--- src/rtl/uart_cmd_parser.sv ---
// Byte-stream command parser: decodes SYNC/CMD/DATA/CHK frames from a UART receiver
// into register-file writes and chirp-start pulses, with XOR checksum and inter-byte timeout.
module uart_cmd_parser #(
  parameter int unsigned ADDR_WIDTH     = 6,
  parameter int unsigned DATA_WIDTH     = 8,
  parameter int unsigned TIMEOUT_CYCLES = 20000,
  parameter logic [7:0]  SYNC_BYTE      = 8'hA5
) (
  input  logic                  i_clk,
  input  logic                  i_rst_n,
  input  logic                  i_rx_valid,
  input  logic [7:0]            i_rx_data,
  output logic                  o_wr_en,
  output logic [ADDR_WIDTH-1:0] o_wr_addr,
  output logic [DATA_WIDTH-1:0] o_wr_data,
  output logic                  o_start,
  output logic                  o_err,
  output logic                  o_busy,
  output logic [7:0]            o_err_cnt
);

  localparam int unsigned TW = (TIMEOUT_CYCLES > 1) ? $clog2(TIMEOUT_CYCLES) : 1;
  localparam logic [TW-1:0] TO_LAST = TW'(TIMEOUT_CYCLES - 1);

  typedef enum logic [1:0] {
    S_IDLE = 2'd0,
    S_CMD  = 2'd1,
    S_DATA = 2'd2,
    S_CHK  = 2'd3
  } state_t;

  state_t                  state;
  state_t                  state_nxt;
  logic [7:0]              acc;
  logic [TW-1:0]           to_cnt;
  logic                    is_start;
  logic [ADDR_WIDTH-1:0]   addr_q;
  logic [DATA_WIDTH-1:0]   data_q;
  logic                    wr_c;
  logic                    start_c;
  logic                    err_c;
  logic                    timeout_c;

  assign timeout_c = (state != S_IDLE) && !i_rx_valid && (to_cnt == TO_LAST);

  // Next-state and pulse decode; a received byte always wins over a same-cycle timeout.
  always_comb begin
    state_nxt = state;
    wr_c      = 1'b0;
    start_c   = 1'b0;
    err_c     = 1'b0;
    if (i_rx_valid) begin
      case (state)
        S_IDLE: if (i_rx_data == SYNC_BYTE) state_nxt = S_CMD;
        S_CMD: begin
          case (i_rx_data[7:6])
            2'b00:   state_nxt = S_DATA;
            2'b01:   state_nxt = S_CHK;
            default: begin
              state_nxt = S_IDLE;
              err_c     = 1'b1;
            end
          endcase
        end
        S_DATA: state_nxt = S_CHK;
        S_CHK: begin
          state_nxt = S_IDLE;
          if (i_rx_data == acc) begin
            start_c = is_start;
            wr_c    = !is_start;
          end else begin
            err_c = 1'b1;
          end
        end
        default: state_nxt = S_IDLE;
      endcase
    end else if (timeout_c) begin
      state_nxt = S_IDLE;
      err_c     = 1'b1;
    end
  end

  always_ff @(posedge i_clk) begin
    if (!i_rst_n) begin
      state     <= S_IDLE;
      acc       <= '0;
      to_cnt    <= '0;
      is_start  <= 1'b0;
      addr_q    <= '0;
      data_q    <= '0;
      o_wr_en   <= 1'b0;
      o_wr_addr <= '0;
      o_wr_data <= '0;
      o_start   <= 1'b0;
      o_err     <= 1'b0;
      o_busy    <= 1'b0;
      o_err_cnt <= '0;
    end else begin
      state   <= state_nxt;
      o_busy  <= (state_nxt != S_IDLE);
      o_wr_en <= wr_c;
      o_start <= start_c;
      o_err   <= err_c;

      if (err_c && (o_err_cnt != 8'hFF)) o_err_cnt <= o_err_cnt + 8'd1;

      if (i_rx_valid || (state == S_IDLE)) to_cnt <= '0;
      else                                 to_cnt <= to_cnt + TW'(1);

      // Checksum covers SYNC and every later byte of the frame.
      if (i_rx_valid) begin
        if (state == S_IDLE) begin
          if (i_rx_data == SYNC_BYTE) acc <= SYNC_BYTE;
        end else begin
          acc <= acc ^ i_rx_data;
        end
      end

      if (i_rx_valid && (state == S_CMD)) begin
        addr_q   <= ADDR_WIDTH'(i_rx_data[5:0]);
        is_start <= (i_rx_data[7:6] == 2'b01);
      end
      if (i_rx_valid && (state == S_DATA)) data_q <= DATA_WIDTH'(i_rx_data);

      if (wr_c) begin
        o_wr_addr <= addr_q;
        o_wr_data <= data_q;
      end
    end
  end

endmodule

--- config.mk ---
export PLATFORM = sky130hd
export DESIGN_NAME = uart_cmd_parser
export DESIGN_NICKNAME = d
export VERILOG_FILES = /design/src/rtl/uart_cmd_parser.sv
export SDC_FILE = /design/constraint.sdc
export NUM_CORES = 1
export LEC_CHECK = 0
export ABC_AREA = 1
export BUFFER_PORTS_ARGS = -buffer_cell sky130_fd_sc_hd__buf_2
export CAP_MARGIN = 10
export CORE_MARGIN = 5
export CORE_UTILIZATION = 57
export CTS_CLUSTER_SIZE = 40
export DETAILED_ROUTE_END_ITERATION = 8
export HOLD_SLACK_MARGIN = 0.06
export PLACE_DENSITY = 0.79
export SYNTH_ARGS = -nofsm -noshare
export SYNTH_HDL_FRONTEND = slang
export SYNTH_SLANG_ARGS = --single-unit
--- constraint.sdc ---
create_clock -name i_clk -period 1.55 [get_ports i_clk]
set_input_delay 0.0775 -clock i_clk [delete_from_list [all_inputs] [get_ports i_clk]]
set_output_delay 0.0775 -clock i_clk [all_outputs]
set_load 0.01 [all_outputs]
==> results.md, run 1 <==
- Overflow after GRT: 0
- CP startpoint: state[1]
- HP Class: in -> reg
- Maximum level of the CTS H-tree: 3
- CP max-delay cell: dfxtp_1
- Crit Path Max Fanout: 6
- Synthesized Nets: 401
- Largest net degree at the start of global routing: 26
- Design Power: 0.00341 W
- Ratio of cells with drive above 1 in the final layout: 32.5%
- Vias after detailed routing: 2723
- Most frequent CP cell: nand2_1
- Layout filler cell count: 410
- Max incr delay on CP: 0.39 ns
- Max_cap viols: 0
- VDD IR-drop max: 0.000617 V
- Setup CP Type: reg -> reg
- Die height: 82.1 um
- Final number of setup-violating endpoints: 0
- Data arrival, critical path: 1.81 ns
- Total GRT Usage: 20.0%
- Finished Cell Area: 0.00376 sq mm
- PD cells: 908 mW/mm^2
- Place WS: 0.000981 ns
- Worst Skew: 0.00967 ns
- Most frequent cells in the layout: nand2_1, dfxtp_1, a21oi_1
- Vias in the first global route: 2409
- CTS Buf Count: 9
- Die width: 82.1 um
- Synth top area cells: dfxtp_1, a21oi_1, nand2_1
- Reg2reg start: state[1]
- Area of the die: 0.00673 sq mm
- Fin crit share: 97.3%
- Clock tree buffer depth: 2
- Via-per-instance ratio: 5.16
- Register area share after synthesis: 44.6%
- Worst Path Required: 1.85 ns
- Drt pass-1 iters: 4
- Overall routed net length: 6820 um
- Antenna violations before repair: 0
- Startpoint type of the worst setup path: flip-flop
- First-pass GRT wire length: 10300 um
- Slew @ Worst Pin: 0.320 ns
- Max Transition Viols Final: 0
- Leakage power figure: 1.62 nW
- Setup repair after global routing missed its margin: true
- Setup crit end kind: flip-flop
- Avg Inst Size Synth: 7.63 sq um
- HP Start: i_rx_data[7]
- Distinct cells, synth: 32
- Synth top area share: 44.6%
- Synth warnings: 0
- RePlAce Congestion: 0.871
- Crit path cell chain: inv_1 > nand2_1 > nand2_1 > nor2_4 > clkinvlp_4 > buf_2 > a21oi_1 > o21a_1
- Diode count: 0
- Min Tclk post-route: 1.51 ns
- Clock Latency Late Sink: 0.35 ns
- Initial drt markers: 133
- Reg clk slew, reported paths: 0.07 ns
- Worst relative slew slack: 78.7%
- Final count of hold timing violations: 0
- Mapped cell area: 0.00296 sq mm
- Number of I/O pins: 37
- Initial Util: 58.3%
- Area leader, netlist: dfxtp_1
- Hold Slack: 0.0752 ns
- Fin nets: 466
- Post-DP Area: 0.00325 sq mm
- FP Rows: 26
- CTS tree: done
- Num Clock Sinks: 66
- DRC: 0
- Mapped Cells: 388
- Commonest non-fill, non-tap cell in the layout: nand2_1
- Port buffer count: 36
- Final worst slack: 0.0422 ns
- Status: finished, final reports clean
- Highest Clock Rate: 663 MHz
- Synth-to-Final Area Change: 26.9%
- Core Box Area: 0.00507 sq mm
- Post-DRT Antenna Nets: 0
- Root Driver: clkbuf_8
- DP HPWL: 4480 um
- DR WL/cell: 12.9 um
- Count of state elements after synthesis: 66
==> per-layer routing <==
| layer | track usage (%) | vias up | part of all wire [%] |
|---|---|---|---|
| li1 | - | 1397 | - |
| met1 | 22.0 | 1242 | 43 |
| met2 | 35.8 | 68 | 50 |
| met3 | 3.62 | 16 | 4.7 |
| met4 | 11.5 | 0 | 2.0 |
| met5 | 0 | - | 0 |
==> final cells by class <==
| class | instances | area, sq um | area share (%) |
|---|---|---|---|
| multi-input cells | 268 | 1510 | 40.3 |
| inverters | 45 | 173 | 4.60 |
| well taps | 70 | 87.6 | 2.33 |
| clock inverters | 5 | 77.6 | 2.07 |
| clock buffers | 11 | 141 | 3.76 |
| repair buffers | 63 | 428 | 11.4 |
| flip-flops and latches | 66 | 1340 | 35.5 |
==> power breakdown <==
group	leakage [nW]	internal (W)	switching (W)	total, W
combinational	0.972	0.0000440	0.0000756	0.000120
sequential	0.537	0.00170	0.00000105	0.00170
clock	0.109	0.000944	0.000651	0.00159
total	1.62	0.00268	0.000727	0.00341
==> worst max-delay path: cells and delay by family, from the launching register on <==
kind | cells | cell delay, ns
flip-flops | 1 | 0.39
AO/OA/AOI/OAI | 2 | 0.24
AND/OR/NAND/NOR | 3 | 0.36
buffers and inverters | 3 | 0.47
==> through the flow <==
| stage | instances | utilization, % | TNS (ns) |
|---|---|---|---|
| 3_3_place_gp | 496 | 64.1 | 0 |
| 6_report | 528 | 74.0 | 0 |
| 2_1_floorplan | 388 | - | 0 |
| 5_1_grt | 528 | 74.0 | -0.622 |
| 4_1_cts | 518 | 69.7 | 0 |
| 3_5_place_dp | 496 | 64.1 | 0 |
==> final timing paths <==
path               end  slack (ns)  cells after the start
max reg2reg  to_cnt[9]        0.04                      8
min reg2reg  to_cnt[0]        0.45                      1
min          data_q[7]        0.08                      3
max          to_cnt[9]        0.04                      8
==> synthesized netlist by cell type <==
library cell,instances
xnor2_1,3
nand3_1,28
and3_1,1
nor2_1,33
or2_2,1
nand2_4,2
inv_2,8
nor3_1,11
a31oi_1,1
a41oi_1,1
o21a_1,1
xor2_1,5
nand4_1,2
o21ai_0,23
buf_6,1
ha_1,2
nor2_2,9
a21oi_1,53
buf_2,5
dfxtp_1,66
nor2_4,6
nor3b_1,1
or2_0,1
nor4_1,2
nand2_1,63
buf_12,1
nand2_2,6
buf_1,3
clkinv_1,2
nor3_2,11
inv_1,35
clkbuf_1,1
==> flip-flops by register name, summed over array words and instances, names as in the netlist <==
signal	cells
acc	8
addr_q	6
data_q	8
is_start	1
o_busy	1
o_err	1
o_err_cnt	8
o_start	1
o_wr_addr	6
o_wr_data	8
o_wr_en	1
state	2
to_cnt	15
==> cells by family after synthesis <==
family          Yosys count  synth area share, %
simple gates            177                 30.4
compound gates           79                 13.6
xor+xnor                  8                 2.37
flops                    66                 44.6
buf+inv                  56                 8.11
fa+ha+maj                 2                0.845
==> timing repair <==
item | CTS | global route
hold buffers | 6 | 0
gates resized for setup | 1 | 44
endpoints found under the setup margin | 8 | 31
setup buffers | 0 | 12
endpoints found under the hold margin | 11 | 0
gates cloned | 0 | 2
pin swaps | 0 | 18
(Power assumes the default switching activity.)
==> inputs of run 2 (changes only) <==
- CTS_CLUSTER_DIAMETER: not set -> 30
- SKIP_CTS_REPAIR_TIMING: not set -> 1
- clock period: 1.55 -> 1.5 ns (I/O delays scaled with it)
==> run 2 against run 1 <==
Routed wire length is 6.5% higher. Cell count is 0.19% lower. Highest routed layer unchanged. Sequential cell count stayed put. Worst hold slack worse by 0.036 ns. The run now ends with negative setup slack left. Non-clock buffer count is 2 lower. Largest cell class unchanged. Count of clock-buffer cells in the layout is 1 lower.
==> results.md, run 2 (synthesized netlist as in run 1, its figures left out) <==
- Status: finished, violations left (was finished, final reports clean)
- Failing checks: negative setup slack
- VDD IR-drop max: 0.000527 V (was 0.000617 V)
- Setup TNS: -0.0819 ns (was 0 ns)
- Post-Layout Cell Count: 527 (was 528)
- Fin nets: 465 (was 466)
- Place WS: -0.0370 ns (was 0.000981 ns)
- Overall routed net length: 7260 um (was 6820 um)
- Clock tree buffer depth: 2 (unchanged)
- FP Rows: 26 (unchanged)
- Post-DRT Antenna Nets: 0 (unchanged)
- Fin crit share: 103% (was 97.3%)
- Worst relative slew slack: 73.1% (was 78.7%)
- Total GRT Usage: 21.0% (was 20.0%)
- Overflow after GRT: 0 (unchanged)
- Maximum level of the CTS H-tree: 3 (unchanged)
- Num Clock Sinks: 66 (unchanged)
- Final count of hold timing violations: 0 (unchanged)
- Antenna violations before repair: 0 (unchanged)
- Max reg flops: 15 (unchanged)
- Die height: 82.1 um (unchanged)
- Top reg by flops: to_cnt (unchanged)
- Crit path cell chain: inv_2 > nand2_2 > nand2_1 > nand2_1 > nor2_2 > nand2_2 > nor2_4 > buf_6 > buf_6 > a21oi_1 > nor3_1 (was inv_1 > nand2_1 > nand2_1 > nor2_4 > clkinvlp_4 > buf_2 > a21oi_1 > o21a_1)
- Pint: 0.00255 W (was 0.00268 W)
- Initial Util: 58.3% (unchanged)
- Max_cap viols: 0 (unchanged)
- Data arrival, critical path: 1.80 ns (was 1.81 ns)
- Synth-to-Final Area Change: 26.5% (was 26.9%)
- First-pass GRT wire length: 10800 um (was 10300 um)
- RePlAce Congestion: 0.878 (was 0.871)
- Number of I/O pins: 37 (unchanged)
- Area of the die: 0.00673 sq mm (unchanged)
- Initial drt markers: 118 (was 133)
- CTS Buf Count: 9 (unchanged)
- Startpoint type of the worst setup path: flip-flop (unchanged)
- Leakage power figure: 1.60 nW (was 1.62 nW)
- DP HPWL: 4620 um (was 4480 um)
- Slew @ Worst Pin: 0.401 ns (was 0.320 ns)
- Max Transition Viols Final: 0 (unchanged)
- Die width: 82.1 um (unchanged)
- Final worst slack: -0.0387 ns (was 0.0422 ns)
- Root Driver: clkbuf_8 (unchanged)
- DRC: 0 (unchanged)
- Setup crit end kind: flip-flop (unchanged)
- Diode count: 0 (unchanged)
- Fin util: 73.8% (was 74.0%)
- Highest Clock Rate: 650 MHz (was 663 MHz)
- Setup repair after global routing missed its margin: true (unchanged)
- Switching power of the nets: 0.000752 W (was 0.000727 W)
- Clock Latency Late Sink: 0.34 ns (was 0.35 ns)
- Max incr delay on CP: 0.33 ns (was 0.39 ns)
- Setup CP Type: reg -> reg (unchanged)
- Hold Slack: 0.0395 ns (was 0.0752 ns)
- PD cells: 880 mW/mm^2 (was 908 mW/mm^2)
- Worst Path Required: 1.76 ns (was 1.85 ns)
- Dpl cells: 500 (was 496)
- Via-per-instance ratio: 5.29 (was 5.16)
- Sequential share of power: 53.1% (was 49.8%)
- Switch share: 22.8% (was 21.3%)
- Core Box Area: 0.00507 sq mm (unchanged)
- Vias after detailed routing: 2786 (was 2723)
- Largest net degree at the start of global routing: 24 (was 26)
- Port buffer count: 36 (unchanged)
- Combinational power share: 3.6% (was 3.5%)
- Reg clk slew, reported paths: 0.08 ns (was 0.07 ns)
- Drt pass-1 iters: 5 (was 4)
- Crit Path Max Fanout: 6 (unchanged)
- HP Class: in -> reg (unchanged)
- Min Tclk post-route: 1.54 ns (was 1.51 ns)
- Vias in the first global route: 2556 (was 2409)
- DR WL/cell: 13.8 um (was 12.9 um)
- Worst Skew: 0.0125 ns (was 0.00967 ns)
- Layout filler cell count: 398 (was 410)
- Clock power share: 43.3% (was 46.7%)
- Final number of setup-violating endpoints: 9 (was 0)
- CTS tree: done (unchanged)
- Most frequent cells in the layout: nand2_1, dfxtp_1, a21oi_1 (unchanged)
- CP max-delay cell: dfxtp_2 (was dfxtp_1)
- Ratio of cells with drive above 1 in the final layout: 35.0% (was 32.5%)
run 2: path summary, 6_finish.rpt:
kind / slack (ns) / cells after the start / endpoint / startpoint
worst max-delay path: -0.04 / 11 / o_wr_addr[1] / acc[3]
worst min-delay path: 0.04 / 3 / addr_q[0] / i_rx_data[0]
worst max register to register: -0.04 / 11 / o_wr_addr[1] / acc[3]
worst min register to register: 0.46 / 1 / to_cnt[0] / to_cnt[0]
run 2: power groups by stage:
stage | clock [W] | sequential (W) | combinational [W]
after floorplan | 0 | 0.00179 | 0.0000591
after global placement | 0 | 0.00179 | 0.000101
after detailed placement | 0 | 0.00179 | 0.000101
after CTS | 0.00144 | 0.00175 | 0.000102
after global routing | 0.00152 | 0.00175 | 0.000128
final | 0.00143 | 0.00175 | 0.000117
run 2: metrics by stage:
stage	power [W]	area, sq um
after floorplan	0.00185	2960
after global placement	0.00189	3280
after detailed placement	0.00190	3280
after CTS	0.00330	3470
after global routing	0.00340	3750
final	0.00330	3750
run 2: worst max-delay path, delay by kind of cell, from the launching register on:
family          cells  cell delay [ns]
compound gates      1             0.07
buf+inv             3             0.28
flops               1             0.33
simple gates        7             0.77
run 2: final cells by class:
| class | count | area [sq um] | area share (%) |
|---|---|---|---|
| clock inverter | 6 | 57.6 | 1.54 |
| clock buffer | 10 | 128 | 3.41 |
| sequential | 66 | 1340 | 35.7 |
| inverter | 45 | 169 | 4.51 |
| tap | 70 | 87.6 | 2.34 |
| multi-input combinational | 269 | 1570 | 41.9 |
| timing repair buffer | 61 | 397 | 10.6 |
run 2: metal layers:
layer | wire length [um] | up-vias | global-route usage [%]
met5 | 0 | - | 0
met1 | 2940 | 1291 | 22.9
met2 | 3770 | 73 | 36.7
li1 | - | 1402 | -
met4 | 206 | 0 | 11.8
met3 | 350 | 20 | 5.48
==> inputs of run 3 (changes only) <==
- BUFFER_PORTS_ARGS: -buffer_cell sky130_fd_sc_hd__buf_2 -> not set
- CORE_UTILIZATION: 57 -> 62
- CTS_CLUSTER_SIZE: 40 -> not set
- DONT_BUFFER_PORTS: not set -> 1
- PLACE_DENSITY: 0.79 -> 0.78
==> run 3 against run 2 <==
Combinational power is essentially flat. Die area shrank 7.1%. Sequential power is essentially flat. The flow still finishes with violations (negative setup slack). Cell count shrank 5.9%. Critical endpoint is now o_wr_data[7]. Worst setup slack gained 0.019 ns. Via count grew 2.6%. First-iteration DRC count grew 49%.
==> results.md, run 3 (synthesized netlist as in run 1, its figures left out) <==
- Root Driver: clkbuf_8 (unchanged)
- Fin util: 80.9% (was 73.8%)
- HP Class: in -> reg (unchanged)
- RePlAce Congestion: 0.870 (was 0.878)
- Max Transition Viols Final: 0 (unchanged)
- Place WS: -0.0305 ns (was -0.0370 ns)
- WL met2: 4050 um (was 3770 um)
- Data arrival, critical path: 1.75 ns (was 1.80 ns)
- Initial drt markers: 176 (was 118)
- Crit path depth: 12 (was 11)
- Port buffer count: 0 (was 36)
- Largest net degree at the start of global routing: 20 (was 24)
- Via-per-instance ratio: 5.76 (was 5.29)
- Vias in the first global route: 2449 (was 2556)
- Met1 wire length: 3020 um (was 2940 um)
- Reg clk slew, reported paths: 0.06 ns (was 0.08 ns)
- CTS tree: done (unchanged)
- Leakage power figure: 1.54 nW (was 1.60 nW)
- Buf+Inv Stages, Crit Path: 3 (unchanged)
- Final worst slack: -0.0194 ns (was -0.0387 ns)
- Worst Path Required: 1.73 ns (was 1.76 ns)
- Most frequent CP cell: nand2_1
- Area of the die: 0.00626 sq mm (was 0.00673 sq mm)
- DP HPWL: 4510 um (was 4620 um)
- Slew @ Worst Pin: 0.602 ns (was 0.401 ns)
- Setup crit end kind: flip-flop (unchanged)
- DRC: 0 (unchanged)
- Maximum level of the CTS H-tree: 3 (unchanged)
- Num Clock Sinks: 66 (unchanged)
- Max_cap viols: 0 (unchanged)
- Setup repair after global routing missed its margin: true (unchanged)
- VDD IR-drop max: 0.000761 V (was 0.000527 V)
- Setup CP Type: in -> reg (was reg -> reg)
- Final number of setup-violating endpoints: 8 (was 9)
- Hold Slack: 0.0317 ns (was 0.0395 ns)
- DR WL/cell: 16.0 um (was 13.8 um)
- Multi-input logic area: 0.00158 sq mm (was 0.00157 sq mm)
- Min Tclk post-route: 1.52 ns (was 1.54 ns)
- Overflow after GRT: 0 (unchanged)
- Crit path cell chain: inv_1 > dlygate4sd3_1 > nand2_1 > nand2_1 > nand2_1 > nor2_2 > nand2_2 > nor2_4 > buf_12 > nand2_4 > nor2_1 > nor3_1 (was inv_2 > nand2_2 > nand2_1 > nand2_1 > nor2_2 > nand2_2 > nor2_4 > buf_6 > buf_6 > a21oi_1 > nor3_1)
- Synth-to-Final Area Change: 28.3% (was 26.5%)
- Most frequent cells in the layout: nand2_1, dfxtp_1, a21oi_1 (unchanged)
- Worst R2R Path Depth: 9 (was 11)
- Routed wl met3: 512 um (was 350 um)
- Worst Skew: 0.00736 ns (was 0.0125 ns)
- Highest Clock Rate: 658 MHz (was 650 MHz)
- Failing checks: negative setup slack (unchanged)
- Initial Util: 63.1% (was 58.3%)
- Clock Latency Late Sink: 0.35 ns (was 0.34 ns)
- Post-DRT Antenna Nets: 0 (unchanged)
- Status: finished, violations left (unchanged)
- Number of I/O pins: 37 (unchanged)
- Diode count: 0 (unchanged)
- Clock tree buffer depth: 2 (unchanged)
- CP max-delay cell: dlygate4sd3_1 (was dfxtp_2)
- Layout filler cell count: 303 (was 398)
- Crit Path Max Fanout: 7 (was 6)
- Hold Path Cell Cnt: 3 (unchanged)
- Core Box Area: 0.00469 sq mm (was 0.00507 sq mm)
- Final count of hold timing violations: 0 (unchanged)
- Top reg by flops: to_cnt (unchanged)
- Setup TNS: -0.0890 ns (was -0.0819 ns)
- Die width: 79.1 um (was 82.1 um)
- Max reg flops: 15 (unchanged)
- Startpoint type of the worst setup path: input pin (was flip-flop)
- Crit path max-delay family: simple AND/OR/NAND/NOR gates (unchanged)
- FP Rows: 25 (was 26)
- Storage element area: 0.00134 sq mm (about the same)
- Top layer in use: met4 (unchanged)
- Drt pass-1 iters: 5 (unchanged)
- Vias after detailed routing: 2859 (was 2786)
- First-pass GRT wire length: 10300 um (was 10800 um)
- Overall routed net length: 7910 um (was 7260 um)
- PD cells: 904 mW/mm^2 (was 880 mW/mm^2)
- Die height: 79.1 um (was 82.1 um)
- Fin nets: 451 (was 465)
- Commonest non-fill, non-tap cell in the layout: nand2_1
- Max incr delay on CP: 0.59 ns (was 0.33 ns)
- CTS Buf Count: 9 (unchanged)
- Design Power: 0.00343 W (was 0.00330 W)
- Ratio of cells with drive above 1 in the final layout: 29.6% (was 35.0%)
- Fin crit share: 101% (was 103%)
- Total GRT Usage: 20.9% (was 21.0%)
- Worst relative slew slack: 59.7% (was 73.1%)
- Antenna violations before repair: 0 (unchanged)
## run 3: cell count changes in the layout (fill, tap and decap cells not counted), moves of 2 or more
| cell | change |
|---|---|
| buf_2 | -36 |
| dlygate4sd3_1 | +13 |
| buf_4 | +10 |
| buf_6 | -4 |
| nor2_4 | -4 |
| clkbuf_8 | +3 |
| clkinv_2 | -3 |
| inv_1 | +3 |
| inv_2 | -3 |
| nand3_2 | -2 |
| nand3_4 | +2 |
| nor2_1 | +2 |
| nor2_2 | +2 |
| nor3_1 | -2 |
## run 3: cell type report
cell class                      count  area share, %
Clock inverter                      2          0.923
Tap cell                           54           1.78
Sequential cell                    66           35.3
Timing Repair Buffer               47           11.5
Multi-Input combinational cell    269           41.6
Inverter                           45           4.45
Clock buffer                       13           4.45
## run 3: worst paths after layout
check / start / end / slack (ns)
max: i_rx_data[1] / o_wr_data[7] / -0.02
min: i_rx_data[7] / is_start / 0.03
max reg2reg: to_cnt[0] / to_cnt[10] / -0.02
min reg2reg: to_cnt[14] / to_cnt[14] / 0.48
## run 3: power by group
part	switching, W	total, W	internal (W)
Clock	0.000671	0.00156	0.000893
Combinational	0.0000707	0.000118	0.0000473
Sequential	0.00000116	0.00175	0.00175
## run 3: worst register-to-register path: cells and delay by family (launching register included)
| family | cells | cell delay (ns) |
|---|---|---|
| adders and majority gates | 1 | 0.16 |
| DFF | 1 | 0.36 |
| and+or+nand+nor | 8 | 0.88 |
## run 3: metal layers
metal | track usage, % | up-vias
met2 | 36.8 | 117
met4 | 11.9 | 0
met1 | 22.9 | 1322
met5 | 0 | -
met3 | 5.10 | 36
li1 | - | 1384
## run 3: metrics by stage
step	cell area [sq um]	instances
floorplan	2960	388
global placement	3100	450
detailed placement	3100	450
CTS	3300	465
global route	3800	496
finish	3800	496
